File: config.mk
export PLATFORM = sky130hd
export DESIGN_NAME = neuron_layer_sched
export DESIGN_NICKNAME = d
export VERILOG_FILES = /design/src/rtl/neuron_layer_sched.sv
export SDC_FILE = /design/constraint.sdc
export NUM_CORES = 1
export LEC_CHECK = 0
export CORE_ASPECT_RATIO = 1.75
export CORE_MARGIN = 8
export CORE_UTILIZATION = 43
export CTS_CLUSTER_SIZE = 30
export DETAILED_ROUTE_END_ITERATION = 10
export HOLD_SLACK_MARGIN = 0.12
export PLACE_DENSITY_LB_ADDON = 0.1
export SLEW_MARGIN = 20
export SYNTH_ARGS = -nofsm -noshare
export SYNTH_HDL_FRONTEND = slang
export SYNTH_SLANG_ARGS = --single-unit
File: constraint.sdc
create_clock -name clk -period 5.55 [get_ports clk]
set_input_delay 1.11 -clock clk [delete_from_list [all_inputs] [get_ports clk]]
set_output_delay 1.11 -clock clk [all_outputs]
set_load 0.03 [all_outputs]
File: src/rtl/neuron_layer_sched.sv
// neuron_layer_sched: drives one shared neuron datapath across a layer.
// Streams weight/bias reads from a synchronous ROM (one neuron per cycle).
// A tag pipeline tracks which neuron each datapath output belongs to.
// Each result is written to a result RAM, and the arg-max neuron is tracked.
//
// Handshake: there is no back-pressure. mem_rd is a one-cycle read strobe, and
// ROM data is consumed exactly one cycle later. y_we qualifies y_addr/y_data
// for exactly one cycle per neuron. done qualifies best_idx/best_y, which then
// hold until the next accepted start.
module neuron_layer_sched #(
  parameter int N_NEURONS = 8,
  parameter int ADDR_W    = 3,
  parameter int PIPE_LAT  = 4
) (
  input  logic              clk,
  input  logic              rst_n,
  input  logic              start,
  input  logic              abort,
  input  logic [16:0]       x_in,
  output logic [ADDR_W-1:0] mem_addr,
  output logic              mem_rd,
  input  logic [16:0]       mem_w,
  input  logic [16:0]       mem_b,
  output logic [16:0]       n_x,
  output logic [16:0]       n_w,
  output logic [16:0]       n_bias,
  input  logic [16:0]       n_y,
  output logic              y_we,
  output logic [ADDR_W-1:0] y_addr,
  output logic [16:0]       y_data,
  output logic              busy,
  output logic              done,
  output logic [ADDR_W-1:0] best_idx,
  output logic [16:0]       best_y
);

  typedef enum logic [1:0] {IDLE = 2'd0, ISSUE = 2'd1, DRAIN = 2'd2} state_t;

  localparam logic [ADDR_W-1:0] LAST_IDX = ADDR_W'(N_NEURONS - 1);

  state_t                       state, state_nxt;
  logic [ADDR_W-1:0]            cnt;
  logic [PIPE_LAT:0]            tag_v;
  logic [PIPE_LAT:0][ADDR_W-1:0] tag_i;
  logic                         tag_out_v;
  logic [ADDR_W-1:0]            tag_out_i;
  logic                         last_wr;
  logic                         accept;
  logic                         kill;

  assign tag_out_v = tag_v[PIPE_LAT];
  assign tag_out_i = tag_i[PIPE_LAT];
  assign last_wr   = tag_out_v && (tag_out_i == LAST_IDX);
  assign accept    = (state == IDLE) && start;
  assign kill      = (state != IDLE) && abort;

  // The weight and bias go straight from the ROM to the datapath.
  assign n_w    = mem_w;
  assign n_bias = mem_b;

  // State register
  always_ff @(posedge clk or negedge rst_n) begin
    if (!rst_n) state <= IDLE;
    else        state <= state_nxt;
  end

  // Next-state logic; abort beats every other transition outside IDLE
  always_comb begin
    state_nxt = state;
    case (state)
      IDLE:    if (start) state_nxt = ISSUE;
      ISSUE:   if (abort) state_nxt = IDLE;
               else if (cnt == LAST_IDX) state_nxt = DRAIN;
      DRAIN:   if (abort || last_wr) state_nxt = IDLE;
      default: state_nxt = IDLE;
    endcase
  end

  // Output decode; address and data buses are zero when their strobe is low
  always_comb begin
    mem_rd   = (state == ISSUE);
    mem_addr = mem_rd ? cnt : '0;
    busy     = (state != IDLE);
    y_we     = tag_out_v;
    y_addr   = tag_out_v ? tag_out_i : '0;
    y_data   = tag_out_v ? n_y : '0;
  end

  // Issue counter, held layer input, done pulse and arg-max tracking
  always_ff @(posedge clk or negedge rst_n) begin
    if (!rst_n) begin
      cnt      <= '0;
      n_x      <= '0;
      done     <= 1'b0;
      best_idx <= '0;
      best_y   <= '0;
    end else begin
      done <= (state == DRAIN) && last_wr && !abort;
      if (state == ISSUE) cnt <= cnt + 1'b1;
      // A strict compare keeps the lower index on a tie.
      if (tag_out_v && (n_y > best_y)) begin
        best_y   <= n_y;
        best_idx <= tag_out_i;
      end
      if (accept) begin
        n_x      <= x_in;
        cnt      <= '0;
        best_y   <= '0;
        best_idx <= '0;
      end
    end
  end

  // Tag pipeline that lines up each neuron index with its datapath output
  always_ff @(posedge clk or negedge rst_n) begin
    if (!rst_n) begin
      tag_v <= '0;
      tag_i <= '0;
    end else if (kill) begin
      tag_v <= '0;
    end else begin
      tag_v[0] <= mem_rd;
      tag_i[0] <= cnt;
      for (int i = 1; i <= PIPE_LAT; i++) begin
        tag_v[i] <= tag_v[i-1];
        tag_i[i] <= tag_i[i-1];
      end
    end
  end

endmodule

# Word level (Yosys, flattened, before mapping)
# Index checks and enable logic that the tools add are counted.
[classes] n_reduce_logical=13 shift=0 n_mux=15 n_bitwise=0 n_eq_ne=7 n_mul=0 addsub=1 div=0 n_lt_le_gt_ge=1
[op_table] cell="two-way mux 17 bit" n=3
[op_table] cell="two-way mux 3 bit" n=6
[op_table] cell="> comparator 17 bit" n=1
[op_table] cell="two-way mux 2 bit" n=4
[op_table] cell="equality test 3 bit (second input constant)" n=2
[op_table] cell="logical AND 1 bit" n=6
[op_table] cell="one-hot mux 2 bit (3 select lines)" n=1
[op_table] cell="nonzero test 2 bit" n=3
[op_table] cell="two-way mux 5 bit" n=1
[op_table] cell="!= test 2 bit (second input constant)" n=2
[op_table] cell="adder 3 x 1 -> 3 bit (second input constant)" n=1
[op_table] cell="!= test 3 x 2 -> 1 bit (second input constant)" n=1
[op_table] cell="AND reduction 3 bit" n=1
[op_table] cell="equality test 2 x 1 -> 1 bit (second input constant)" n=1
[op_table] cell="equality test 2 bit (second input constant)" n=1
[op_table] cell="logical NOT 2 bit" n=1
[op_table] cell="logical NOT 1 bit" n=1
[op_table] cell="logical OR 1 bit" n=1
[word_totals] latchBits=0 input_bits=72 mem_bits_ro=0 wordCells=49 mem_count=0 ram_bits=0 out_inout_bits=98 ff_bits=63

# Logic depth before layout (Yosys ltp)
[logic_depth] word_depth=5 ltp_mapped=8 ltp_nobuf=7

# Worst setup path after synthesis
# Ideal clock, no wire load.
[synth_timing] path_kind="input to register" start="input n_y[15]" end="register best_idx[2]" cell_stages=7 path_slack_ps=2650 arrival_ps=2820 required_ps=5471 setup_ps=79 cell_sequence="ha_1 nand4_1 or4_1 a31o_1 a31oi_2 buf_6 mux2i_1"
[synth_via] elab_chain_len=3
[synth_lines] element="from (decl)" line_no="27" source="input logic [16:0] n_y,"
[synth_lines] element="> comparator 17 bit" line_no="101" source="if (tag_out_v && (n_y > best_y)) begin"
[synth_lines] element="logical AND 1 bit" line_no="101"
[synth_lines] element="nonzero test 2 bit (no source line)"
[synth_lines] element="to (signal assigned)" line_no="103" source="best_idx <= tag_out_i;"
[synth_lines] element="to (decl)" line_no="33" source="output logic [ADDR_W-1:0] best_idx,"
# No other way between the ends.
# A chain may end at the register's enable or synchronous reset.

# Worst setup path in the final report
[layout_timing] start="input n_y[15]" end="register best_y[2]"
[layout_via] elab_chain_len=3
[layout_lines] element="> comparator 17 bit" line_no="101"
[layout_lines] element="logical AND 1 bit" line_no="101"
[layout_lines] element="nonzero test 2 bit (no source line)"
[layout_lines] element="to (signal assigned)" line_no="102" source="best_y <= n_y;"
[layout_lines] element="to (decl)" line_no="34" source="output logic [16:0] best_y"
# No other way between the ends.

==> out/qor.log <==
[clock_tree] clock-pin slew on the worst setup and hold paths 0.05 ns
[clock_tree] clock tree from TritonCTS yes
[routing] number of vias in the routed layout 2370
[timing] unrepaired setup endpoints after global routing false
[routing] number of violations reported at the end of detailed-routing iteration 0 80
[die] Ports 170
[logic_synthesis] Cell Area, Synth 3331 um2
[routing] Avg Vias per Cell 5.011
[power] combinational power share 34.2%
[outcome] result of the run finished clean
[placement] routability congestion estimate 0.7506
[final_layout] fill cell count 673
[logic_synthesis] number of distinct library cells after synthesis 30
[die] site row count 42
[job] number of maximum-capacitance constraint violations 0
[clock_tree] clock buffer count from CTS 9
[routing] average wire length per cell after detail routing 16.87 um
[routing] post-detailed-routing wire length 7978 um
[grt] pin count of the biggest net entering global routing 64
[final_layout] Post-Route Utilization 58.95%
[worst_setup_path] crit path max-delay cell type a31oi_4
[timing] min Tclk post-route 3.651 ns
[grt] gr usage total 15.25%
[worst_setup_path] cell family with most CP delay compound AO/OA/AOI/OAI gates
[routing] remaining antenna violation count after routing 0
[timing] final worst-path cycle share 65.79%
[worst_setup_path] CP Data Arrival Time 3.89 ns
[power] internal power 1.221 mW
[worst_setup_path] required time reported for the critical path endpoint 5.79 ns
[power] Switching Fraction 34.49%
[power] Peak supply drop 0.2860 mV
[timing] Max-slew headroom 38.49%
[power] total net switching power 0.6428 mW
[die] vertical die dimension 132.4 um
[logic_synthesis] flop and latch count out of synthesis 63
[timing] Worst Tran Pin Value 0.9226 ns
[die] area of the die 10930 um2
[power] Power per Cell Area 417.8 nW/um2
[worst_hold_path] Hold Crit Class register to register
[clock_tree] number of instances resized during post-cts repair 0
[clock_tree] worst-case clock buffer depth 2
[logic_synthesis] share of the synthesized area in the top cell type 47.33%
[placement] post-place setup slack 1.529 ns
[grt] total global routing overflow 0
[timing] Hold Vio Cnt, Final 0
[timing] Worst Slack Setup Final 1.899 ns
[power] clock share of power 29.7%
[worst_setup_path] buffering stage count on the worst path with inverters included 1
[final_layout] ant diodes 0
[die] Initial Util 44.01%
[clock_tree] CTS H-tree depth 3
[clock_tree] hold-fix buffers at CTS 0
[logic_synthesis] total of warnings raised by yosys 0
[placement] buffers added on ports 101
[worst_setup_path] stage delay of the slowest cell on the critical path 0.75 ns
[power] proportion of power drawn by flip-flops and latches 36.1%
[timing] maximum clock rate 273.9 MHz
[final_layout] signed area change from the synthesized netlist to the final layout 33.92%
[worst_setup_path] element type at the critical path start input port
[logic_synthesis] sequential cell area fraction in the yosys report 47.33%
[power] leakage component of the power 1.920 nW
[worst_setup_path] critical path cell sequence clkdlybuf4s50_1, ha_1, nand4_1, or4_1, a31o_1, a31oi_4, mux2i_1
[timing] final setup violating endpoints 0
[routing] number of detailed-routing iterations run before antenna repair 4
[logic_synthesis] synthesized instance count 311
[logic_synthesis] mean cell area of the mapped netlist 10.71 um2
[final_layout] share of post-route cells with drive strength above 1 7.532%
[timing] number of pins exceeding their max-slew limit in the final report 0
[die] x dimension of the die 82.53 um
[logic_synthesis] largest cells by area after synthesis dfrtp_1, mux2_1, buf_4
[grt] global-route wire length before repair 12530 um
[timing] Post-Route Setup TNS 0 ns
[clock_tree] count of buffers added by post-CTS timing repair for setup 0
[die] core area 7567 um2
[grt] vias in the first global route 2464
[final_layout] area taken by flip-flops and latches 1577 um2
[worst_setup_path] path type of the worst setup path input port to register
[routing] number of DRC violations after detailed routing 0
[grt] antenna violations before repair 0
[clock_tree] clock root buffer master clkbuf_16
[worst_setup_path] CP max FO 20
[logic_synthesis] cell type contributing the most total cell area after synthesis dfrtp_1
[power] post-route total power 1.864 mW
[final_layout] count of nets after finishing 471
[clock_tree] latest clock arrival within the worst-skew pair 0.33 ns
[worst_setup_path] Crit. End Element register
[timing] Clock Skew 0.003290 ns
[clock_tree] number of sinks driven by the clock tree 63
[logic_synthesis] number of nets produced by synthesis 402
[timing] worst hold slack after final layout 0.4503 ns
[placement] HPWL after detailed placement 5967 um
[final_layout] area of the multi-input gates 1383 um2
## final timing paths
path | start | end | slack (ns) | cells after the start
max in group asynchronous | rst_n | best_y[7] | 4.07 | 2
setup reg to reg | best_y[15] | best_y[2] | 2.73 | 7
setup / recovery | n_y[15] | best_y[2] | 1.90 | 7
min in group asynchronous | rst_n | best_y[4] | 0.94 | 2
hold reg to reg | tag_v[1] | tag_v[2] | 0.45 | 1
hold / removal | tag_v[1] | tag_v[2] | 0.45 | 1
## power groups by stage
stage / Combinational (mW) / Clock (mW) / Sequential (mW)
6_report: 0.637 / 0.553 / 0.673
3_3_place_gp: 0.640 / 0 / 0.675
5_1_grt: 0.690 / 0.587 / 0.695
4_1_cts: 0.651 / 0.571 / 0.676
2_1_floorplan: 0.311 / 0 / 0.784
3_5_place_dp: 0.648 / 0 / 0.683
## placed cells by master (no fill, tap or decap), drive strengths merged, types with 9 or more instances in the layout
cell and n:
clkdlybuf4s50 100, dfrtp 63, nand2 52, mux2 32, and2 27, mux2i 20, ha 19, inv 19
clkbuf 9
## worst reg2reg max path, delay by kind of cell, from the launching register on
kind            cells  cell delay [ns]
buf+inv             1             0.06
compound gates      2             0.98
simple gates        2             0.70
mux                 1             0.29
fa+ha+maj           1             0.31
flops               1             0.39
## metrics by stage
stage          cells  instance area, um2
4_1_cts          473                4461
2_1_floorplan    311                3331
5_1_grt          473                4461
3_3_place_gp     457                4161
6_report         473                4461
3_5_place_dp     457                4161
## synth_stat cells
cell	number
a221oi_1	1
nand2_1	51
inv_2	2
o21bai_1	1
nand3b_1	1
a21oi_1	7
buf_1	1
nand4_1	2
a31o_1	1
and2_1	27
mux2i_1	20
nand2b_1	1
nor4b_1	1
o21ai_0	3
a31oi_2	1
dfrtp_1	63
mux2_2	4
nand2b_2	1
ha_1	19
buf_6	2
nand3_1	7
inv_1	17
mux2_1	28
nor2_1	3
nand2_2	1
or4_1	1
o31ai_1	2
clkbuf_1	8
nor2b_1	1
buf_4	34
## routing by layer
metal  wire length, um  vias up  track usage (%)
met5                 0        -                0
met4               231        0            7.819
met3               693       26            6.174
met2              4359       78            26.78
met1              2694     1138            14.25
li1                  -     1128                -
## registers in the layout (all words and copies together), names as in the netlist
| signal | cells |
|---|---|
| best_idx | 3 |
| best_y | 17 |
| cnt | 3 |
| done | 1 |
| n_x | 17 |
| state | 2 |
| tag_i | 12 |
| tag_out_i | 3 |
| tag_v | 5 |
## area by class of cell
class / count / share of cell area, %
timing repair buffer: 103 / 22.89
clock buffer: 9 / 5.049
clock inverter: 7 / 1.655
multi-input combinational: 184 / 31.00
sequential: 63 / 35.34
inverter: 19 / 1.599
tap: 88 / 2.468
## cell families after synthesis
| family | count (synthesis) | share of synthesized area (%) |
|---|---|---|
| multiplexers | 52 | 16.83 |
| adder cells (fa/ha/maj) | 19 | 7.138 |
| flip-flops | 63 | 47.33 |
| buffers and inverters | 64 | 11.49 |
| AND/OR/NAND/NOR | 97 | 14.12 |
| AO/OA/AOI/OAI | 16 | 3.080 |
No activity file was read; power rests on OpenSTA's default activity.
